[src/rtl/wm_embed_pipe.sv]
// Two-stage streaming watermark embedder: a keyed LFSR supplies per-pixel LSB
// patterns that are replaced or XORed into each pixel, with valid/ready on both sides.
module wm_embed_pipe #(
  parameter int                PIX_W   = 8,
  parameter int                NUM_PIX = 4,
  parameter int                WM_BITS = 2,
  parameter int                LFSR_W  = 16,
  parameter logic [LFSR_W-1:0] TAPS    = 16'hB400,
  parameter logic [LFSR_W-1:0] SEED    = 16'hACE1
) (
  input  logic                     clk,
  input  logic                     rst_n,
  input  logic                     s_valid,
  output logic                     s_ready,
  input  logic [NUM_PIX*PIX_W-1:0] s_data,
  input  logic                     s_last,
  input  logic [1:0]               s_mode,
  input  logic                     key_load,
  input  logic [LFSR_W-1:0]        key,
  output logic                     m_valid,
  input  logic                     m_ready,
  output logic [NUM_PIX*PIX_W-1:0] m_data,
  output logic                     m_last,
  output logic [15:0]              frame_cnt
);

  localparam int DATA_W = NUM_PIX * PIX_W;
  localparam int WM_W   = NUM_PIX * WM_BITS;

  localparam logic [PIX_W:0]   ONE_SHIFT_C = (PIX_W+1)'(1) << WM_BITS;
  localparam logic [PIX_W-1:0] LSB_MASK_C  = PIX_W'(ONE_SHIFT_C - (PIX_W+1)'(1));

  localparam logic [1:0] MODE_REPLACE_C = 2'd1;
  localparam logic [1:0] MODE_XOR_C     = 2'd2;

  function automatic logic [LFSR_W-1:0] lfsr_step_f(input logic [LFSR_W-1:0] cur);
    return {cur[LFSR_W-2:0], ^(cur & TAPS)};
  endfunction

  // Per-pixel embedding; each pixel is handled in isolation so no carry crosses pixels.
  function automatic logic [DATA_W-1:0] embed_f(
    input logic [DATA_W-1:0] data,
    input logic [1:0]        mode,
    input logic [WM_W-1:0]   wm
  );
    logic [DATA_W-1:0] res;
    logic [PIX_W-1:0]  pix;
    logic [PIX_W-1:0]  wext;
    res = data;
    for (int i = 0; i < NUM_PIX; i++) begin
      pix  = data[i*PIX_W +: PIX_W];
      wext = PIX_W'(wm[i*WM_BITS +: WM_BITS]);
      case (mode)
        MODE_REPLACE_C: res[i*PIX_W +: PIX_W] = (pix & ~LSB_MASK_C) | wext;
        MODE_XOR_C:     res[i*PIX_W +: PIX_W] = pix ^ wext;
        default:        res[i*PIX_W +: PIX_W] = pix;
      endcase
    end
    return res;
  endfunction

  logic [LFSR_W-1:0] key_q,       key_d;
  logic [LFSR_W-1:0] lfsr_q,      lfsr_d;
  logic              s1_valid_q,  s1_valid_d;
  logic [DATA_W-1:0] s1_data_q,   s1_data_d;
  logic [1:0]        s1_mode_q,   s1_mode_d;
  logic              s1_last_q,   s1_last_d;
  logic [WM_W-1:0]   s1_wm_q,     s1_wm_d;
  logic              m_valid_q,   m_valid_d;
  logic [DATA_W-1:0] m_data_q,    m_data_d;
  logic              m_last_q,    m_last_d;
  logic [15:0]       frame_cnt_q, frame_cnt_d;

  logic              s1_load_s;
  logic              s2_load_s;
  logic              s_ready_s;

  // Handshake decode; s_ready only looks at pipeline state and m_ready.
  always_comb begin
    s2_load_s = s1_valid_q && (!m_valid_q || m_ready);
    s_ready_s = !s1_valid_q || s2_load_s;
    s1_load_s = s_valid && s_ready_s;
  end

  // Key register and LFSR; a frame's last beat reloads the (possibly just-written) key.
  always_comb begin
    key_d  = key_q;
    lfsr_d = lfsr_q;
    if (key_load) begin
      key_d = key;
    end else begin
      key_d = key_q;
    end
    if (s1_load_s) begin
      if (s_last) begin
        lfsr_d = key_d;
      end else begin
        lfsr_d = lfsr_step_f(lfsr_q);
      end
    end else begin
      lfsr_d = lfsr_q;
    end
  end

  // Stage 1 capture of the accepted beat together with its watermark slice.
  always_comb begin
    s1_valid_d = s1_valid_q;
    s1_data_d  = s1_data_q;
    s1_mode_d  = s1_mode_q;
    s1_last_d  = s1_last_q;
    s1_wm_d    = s1_wm_q;
    if (s1_load_s) begin
      s1_valid_d = 1'b1;
      s1_data_d  = s_data;
      s1_mode_d  = s_mode;
      s1_last_d  = s_last;
      s1_wm_d    = lfsr_q[WM_W-1:0];
    end else if (s2_load_s) begin
      s1_valid_d = 1'b0;
    end else begin
      s1_valid_d = s1_valid_q;
    end
  end

  // Stage 2 output register; holds while the consumer stalls.
  always_comb begin
    m_valid_d   = m_valid_q;
    m_data_d    = m_data_q;
    m_last_d    = m_last_q;
    frame_cnt_d = frame_cnt_q;
    if (s2_load_s) begin
      m_valid_d = 1'b1;
      m_data_d  = embed_f(s1_data_q, s1_mode_q, s1_wm_q);
      m_last_d  = s1_last_q;
    end else if (m_ready) begin
      m_valid_d = 1'b0;
    end else begin
      m_valid_d = m_valid_q;
    end
    if (m_valid_q && m_ready && m_last_q) begin
      frame_cnt_d = frame_cnt_q + 16'd1;
    end else begin
      frame_cnt_d = frame_cnt_q;
    end
  end

  // State registers.
  always_ff @(posedge clk or negedge rst_n) begin
    if (!rst_n) begin
      key_q       <= SEED;
      lfsr_q      <= SEED;
      s1_valid_q  <= 1'b0;
      s1_data_q   <= '0;
      s1_mode_q   <= 2'd0;
      s1_last_q   <= 1'b0;
      s1_wm_q     <= '0;
      m_valid_q   <= 1'b0;
      m_data_q    <= '0;
      m_last_q    <= 1'b0;
      frame_cnt_q <= 16'd0;
    end else begin
      key_q       <= key_d;
      lfsr_q      <= lfsr_d;
      s1_valid_q  <= s1_valid_d;
      s1_data_q   <= s1_data_d;
      s1_mode_q   <= s1_mode_d;
      s1_last_q   <= s1_last_d;
      s1_wm_q     <= s1_wm_d;
      m_valid_q   <= m_valid_d;
      m_data_q    <= m_data_d;
      m_last_q    <= m_last_d;
      frame_cnt_q <= frame_cnt_d;
    end
  end

  assign s_ready   = s_ready_s;
  assign m_valid   = m_valid_q;
  assign m_data    = m_data_q;
  assign m_last    = m_last_q;
  assign frame_cnt = frame_cnt_q;

endmodule

[config.mk]
export PLATFORM = sky130hd
export DESIGN_NAME = wm_embed_pipe
export DESIGN_NICKNAME = d
export VERILOG_FILES = /design/src/rtl/wm_embed_pipe.sv
export SDC_FILE = /design/constraint.sdc
export NUM_CORES = 1
export LEC_CHECK = 0
export CELL_PAD_IN_SITES_DETAIL_PLACEMENT = 1
export CELL_PAD_IN_SITES_GLOBAL_PLACEMENT = 2
export CORE_ASPECT_RATIO = 1.1
export CORE_UTILIZATION = 32
export CTS_BUF_LIST = sky130_fd_sc_hd__clkbuf_8
export DETAILED_ROUTE_END_ITERATION = 12
export GPL_TIMING_DRIVEN = 1
export PLACE_DENSITY_LB_ADDON = 0.15
export SETUP_SLACK_MARGIN = 0.2
export SYNTH_ARGS = -nofsm -noshare
export SYNTH_HDL_FRONTEND = slang
export SYNTH_SLANG_ARGS = --single-unit
[constraint.sdc]
create_clock -name clk -period 1.4 [get_ports clk]
set_input_delay 0.21 -clock clk [delete_from_list [all_inputs] [get_ports clk]]
set_output_delay 0.21 -clock clk [all_outputs]
set_load 0.01 [all_outputs]
Word-level counts from Yosys, hierarchy flattened
Cells that the tools add are included.
- logic and storage cells: 43
- bits in registers: 126
- eq/ne operators: 2
- mux-type cells: 10
- bitwise operators: 8
- reductions and logical operators: 11
- add/sub/neg operators: 1
- operator list (kind ; count):
    one-hot mux 8 bit (2 select lines) ; 4
    two-way mux 16 bit ; 2
    bitwise OR 8 x 2 -> 8 bit ; 4
    bitwise XOR 8 x 2 -> 8 bit ; 4
    adder 16 x 1 -> 16 bit (second input constant) ; 1
    parity 16 bit ; 1
    logical AND 1 bit ; 4
    two-way mux 1 bit ; 4
    nonzero test 2 bit ; 2
    equality test 2 x 1 -> 1 bit (second input constant) ; 1
    equality test 2 bit (second input constant) ; 1
    zero test 1 bit ; 2
    logical OR 1 bit ; 2

Logic depth before layout (Yosys ltp)
- depth in word-level cells: 6
- gate-level depth with buffers: 7
- depth with buffers taken out: 5

Least setup slack after synthesis
Ideal clock, no wire load.
- path type: register to register
- start point: register s1_mode_q[0]
- end point: register m_data_q[13] (netlist: m_data[13])
- path slack: -0.168 ns
- buffers on the path: 2
- clock period less this slack: 1.568 ns
- arrival: 1.447 ns
- cell stages (with the launch flop): 8
- cells stage by stage: dfrtp_1 inv_1 ha_1 buf_2 nor3_1 nor2_2 buf_2 a22o_1
- cells in the longest elaborated chain, start to end: 2
- elaborated cells between the ends (all ways): 3
- those cells by class: eq/ne (2); mux (1)
- RTL lines (item ; RTL line ; source):
    from (decl) ; 66 ; logic [1:0] s1_mode_q, s1_mode_d;
    from (signal assigned) ; 166 ; s1_mode_q <= s1_mode_d;
    equality test 2 bit or equality test 2 x 1 -> 1 bit (tied branches) ; 53 ; case (mode)
    one-hot mux 8 bit (2 select lines) * ; 53 ;
    to (signal assigned) ; 170 ; m_data_q <= m_data_d;
    to (decl) ; 70 ; logic [DATA_W-1:0] m_data_q, m_data_d;
Every way passes the cells marked *; elsewhere a longest branch is shown, timed or not.
A chain may end at the register's enable or synchronous reset.

Worst setup path in the final report
- start point: register s1_mode_q[1]
- end point: register m_data_q[24] (netlist: m_data[24])
The elaborated chain is that of the path after synthesis.

==> run metrics <==
Crit path max-delay family compound AO/OA/AOI/OAI gates; critical path's slowest cell dfrtp_1; sequential area share after synthesis 0.602; final wirelength 14,200 µm; Worst path max stage delay 0.39 ns; Final Setup Violations 68; CTS Buffer Depth 2; Hold Path Class in -> async; HPWL after DPL 8620 µm; Slew Limit Headroom 0.693; most common cell after layout, fill and taps aside dfrtp_1; Post-DP Area 0.00690 mm²; Cell variety after synth 33; Starting Density 0.331; total global routing overflow 0; floorplan row count 48; Cell Chain, Critical Path buf_6 -> ha_4 -> buf_12 -> o32a_1 -> o21ai_1; max-cap viol count 0; Arr. time, crit path 1.88 ns; flop-to-flop setup slack -0.11 ns; Vias 3,848; die height 137 µm; overall power 11.7 mW; Vias/cell 4.76; crit-path max FO 8; critical path endpoint category flip-flop; Final ANT Viol Nets 0; setup TNS -3.89 ns; Root Driver clkbuf_8; vias in the first global route 4,175; CTS sink count 126; Clock transition at path regs 0.07 ns; Area Overhead vs Synth 57.0%; most frequent cells in the layout dfrtp_1, clkdlybuf4s50_1, buf_4, buf_6, buf_2; Max Slew Vio Count 0; Mapped Avg Cell Area 13.1 µm²; syn_nets 462; worst vdd ir 522 µV; status finished, violations left; Static Leakage 3.87 nW; n_diodes 0; Synth Cell Area 0.00527 mm²; Final Cell Area 0.00827 mm²; antenna violations before repair 0; IO Count 107; initial DRC count 114; first drt pass iteration count 4; PnR worst setup slack -0.113 ns; FF-to-FF path depth 5; Core Area 0.0159 mm²; clock latency on the worst-skew pair 0.44 ns; Synth warnings 0; port bufs 106; Buf/Inv on CP 2; actual slew at the worst max-slew pin 0.460 ns; skew final 0.0127 ns; GP Congestion 0.704; largest net degree at the start of global routing 37; CP startpoint kind flip-flop; Hold Vio Cnt, Final 0; Worst EP required 1.76 ns; Fmax achieved 0.661 GHz; TritonCTS Buffers 17; Post-Place Cells 712; Global Route Usage Sum 0.175; fin crit period 1.51 ns; Seq cells post-synth 126; cells after synthesis 402; Power Dens Cells 1420 mW/mm²; H-tree levels 4; r2r startpoint s1_mode_q[1]; DR WL/cell 17.6 µm; Setup CP Type reg -> reg; reg2reg end m_data[24]; DRC 0; first-pass GRT wire length 22,700 µm; Non-Filler Instances 808; layout cells sized above 1 0.515; Nets 655; Die Area 0.0170 mm²; Chip Width 124 µm; RSZ-0062 raised after global routing yes; period utilization 1.08; failing checks setup timing; CTS tree yes; FILL cells 1,599
==> worst max path at each step <==
stage | start | end | slack, ns | depth (start not counted)
2_1_floorplan | s1_mode_q[1] | m_data[13] | -0.08 | 6
3_3_place_gp | m_ready | s1_data_q[26] | -0.31 | 5
3_5_place_dp | m_ready | lfsr_q[14] | -0.35 | 6
4_1_cts | s1_mode_q[1] | m_data[24] | -0.13 | 7
5_1_grt | s1_mode_q[1] | m_data[4] | -0.15 | 6
6_report | s1_mode_q[1] | m_data[24] | -0.11 | 5
==> repair_timing <==
action	CTS	global route
gates resized for setup	326	38
hold buffers	1	0
setup endpoints to repair	157	158
gates cloned	11	1
pin swaps	34	14
hold endpoints to repair	15	0
buffers inserted	38	13
==> cell usage after synthesis <==
cell	instances	area, µm²
nand2b_1	3	18.8
o32a_1	8	80.1
nor4_4	1	21.3
nand3_1	1	5.00
a22o_1	24	210
and4_4	1	11.3
buf_4	3	22.5
xor2_1	9	78.8
nor2_1	3	11.3
and3_1	3	18.8
nand2_1	33	124
inv_1	22	82.6
mux2_2	60	676
nor3_1	4	20.0
clkbuf_1	4	15.0
nor3_2	3	30.0
dfstp_2	16	420
clkbuf_2	1	5.00
buf_6	3	33.8
xnor2_1	9	78.8
a21oi_1	16	80.1
o21ai_0	25	125
nand2_2	1	6.26
nand3_4	1	17.5
nor2_2	1	6.26
mux2i_1	16	160
ha_1	4	50.1
nand4_4	1	21.3
nand3b_1	1	7.51
nand3_2	1	10.0
buf_2	13	65.1
nand4_1	1	6.26
dfrtp_1	110	2750
==> stage by stage <==
stage,util,hold slack [ns],setup WS (ns)
final,0.520,0.258,-0.113
after global routing,0.520,0.268,-0.148
after CTS,0.504,0.249,-0.129
after detailed placement,0.433,0.195,-0.349
after global placement,0.433,0.190,-0.313
after floorplan,-,-0.0856,-0.0824
==> power breakdown <==
| group | internal, mW | switching [mW] | total [mW] | leakage, nW |
|---|---|---|---|---|
| clock | 1.59 | 1.48 | 3.07 | 0.196 |
| combinational | 2.20 | 1.55 | 3.75 | 2.17 |
| sequential | 4.42 | 0.497 | 4.92 | 1.51 |
| total | 8.21 | 3.53 | 11.7 | 3.87 |
==> layer usage <==
metal | track usage | up-vias | wire, µm
met4 | 0.0736 | 0 | 212
met1 | 0.224 | 1964 | 6450
met2 | 0.286 | 75 | 7120
li1 | - | 1793 | -
met3 | 0.0387 | 16 | 437
met5 | 0 | - | 0
==> flip-flops by register name, summed over array words and instances (netlist names) <==
signal,cells
s1_wm_q,8
m_last,1
m_valid,1
s1_valid_q,1
s1_data_q,32
m_data,32
s1_last_q,1
frame_cnt,16
s1_mode_q,2
key_q,16
lfsr_q,16
==> cell families (layout without fill, tap and decap cells) <==
| logic type | after synthesis | count (layout) | share of synthesized area |
|---|---|---|---|
| DFF | 126 | 126 | 0.602 |
| muxes | 76 | 76 | 0.159 |
| AOI/OAI and AO/OA | 73 | 73 | 0.0940 |
| and+or+nand+nor | 59 | 60 | 0.0636 |
| buffers and inverters | 46 | 251 | 0.0425 |
| xor gates and xnor gates | 18 | 18 | 0.0299 |
| adders and majority gates | 4 | 4 | 0.00949 |
==> layout make-up <==
class	instances	area [µm²]	area share
flip-flops and latches	126	3180	0.384
multi-input cells	231	2330	0.281
repair buffers	197	2060	0.249
well taps	200	250	0.0302
clock buffers	18	248	0.0299
clock inverters	14	129	0.0156
inverters	22	82.6	0.00998
Note: power is estimated with default switching activity, not from simulation.
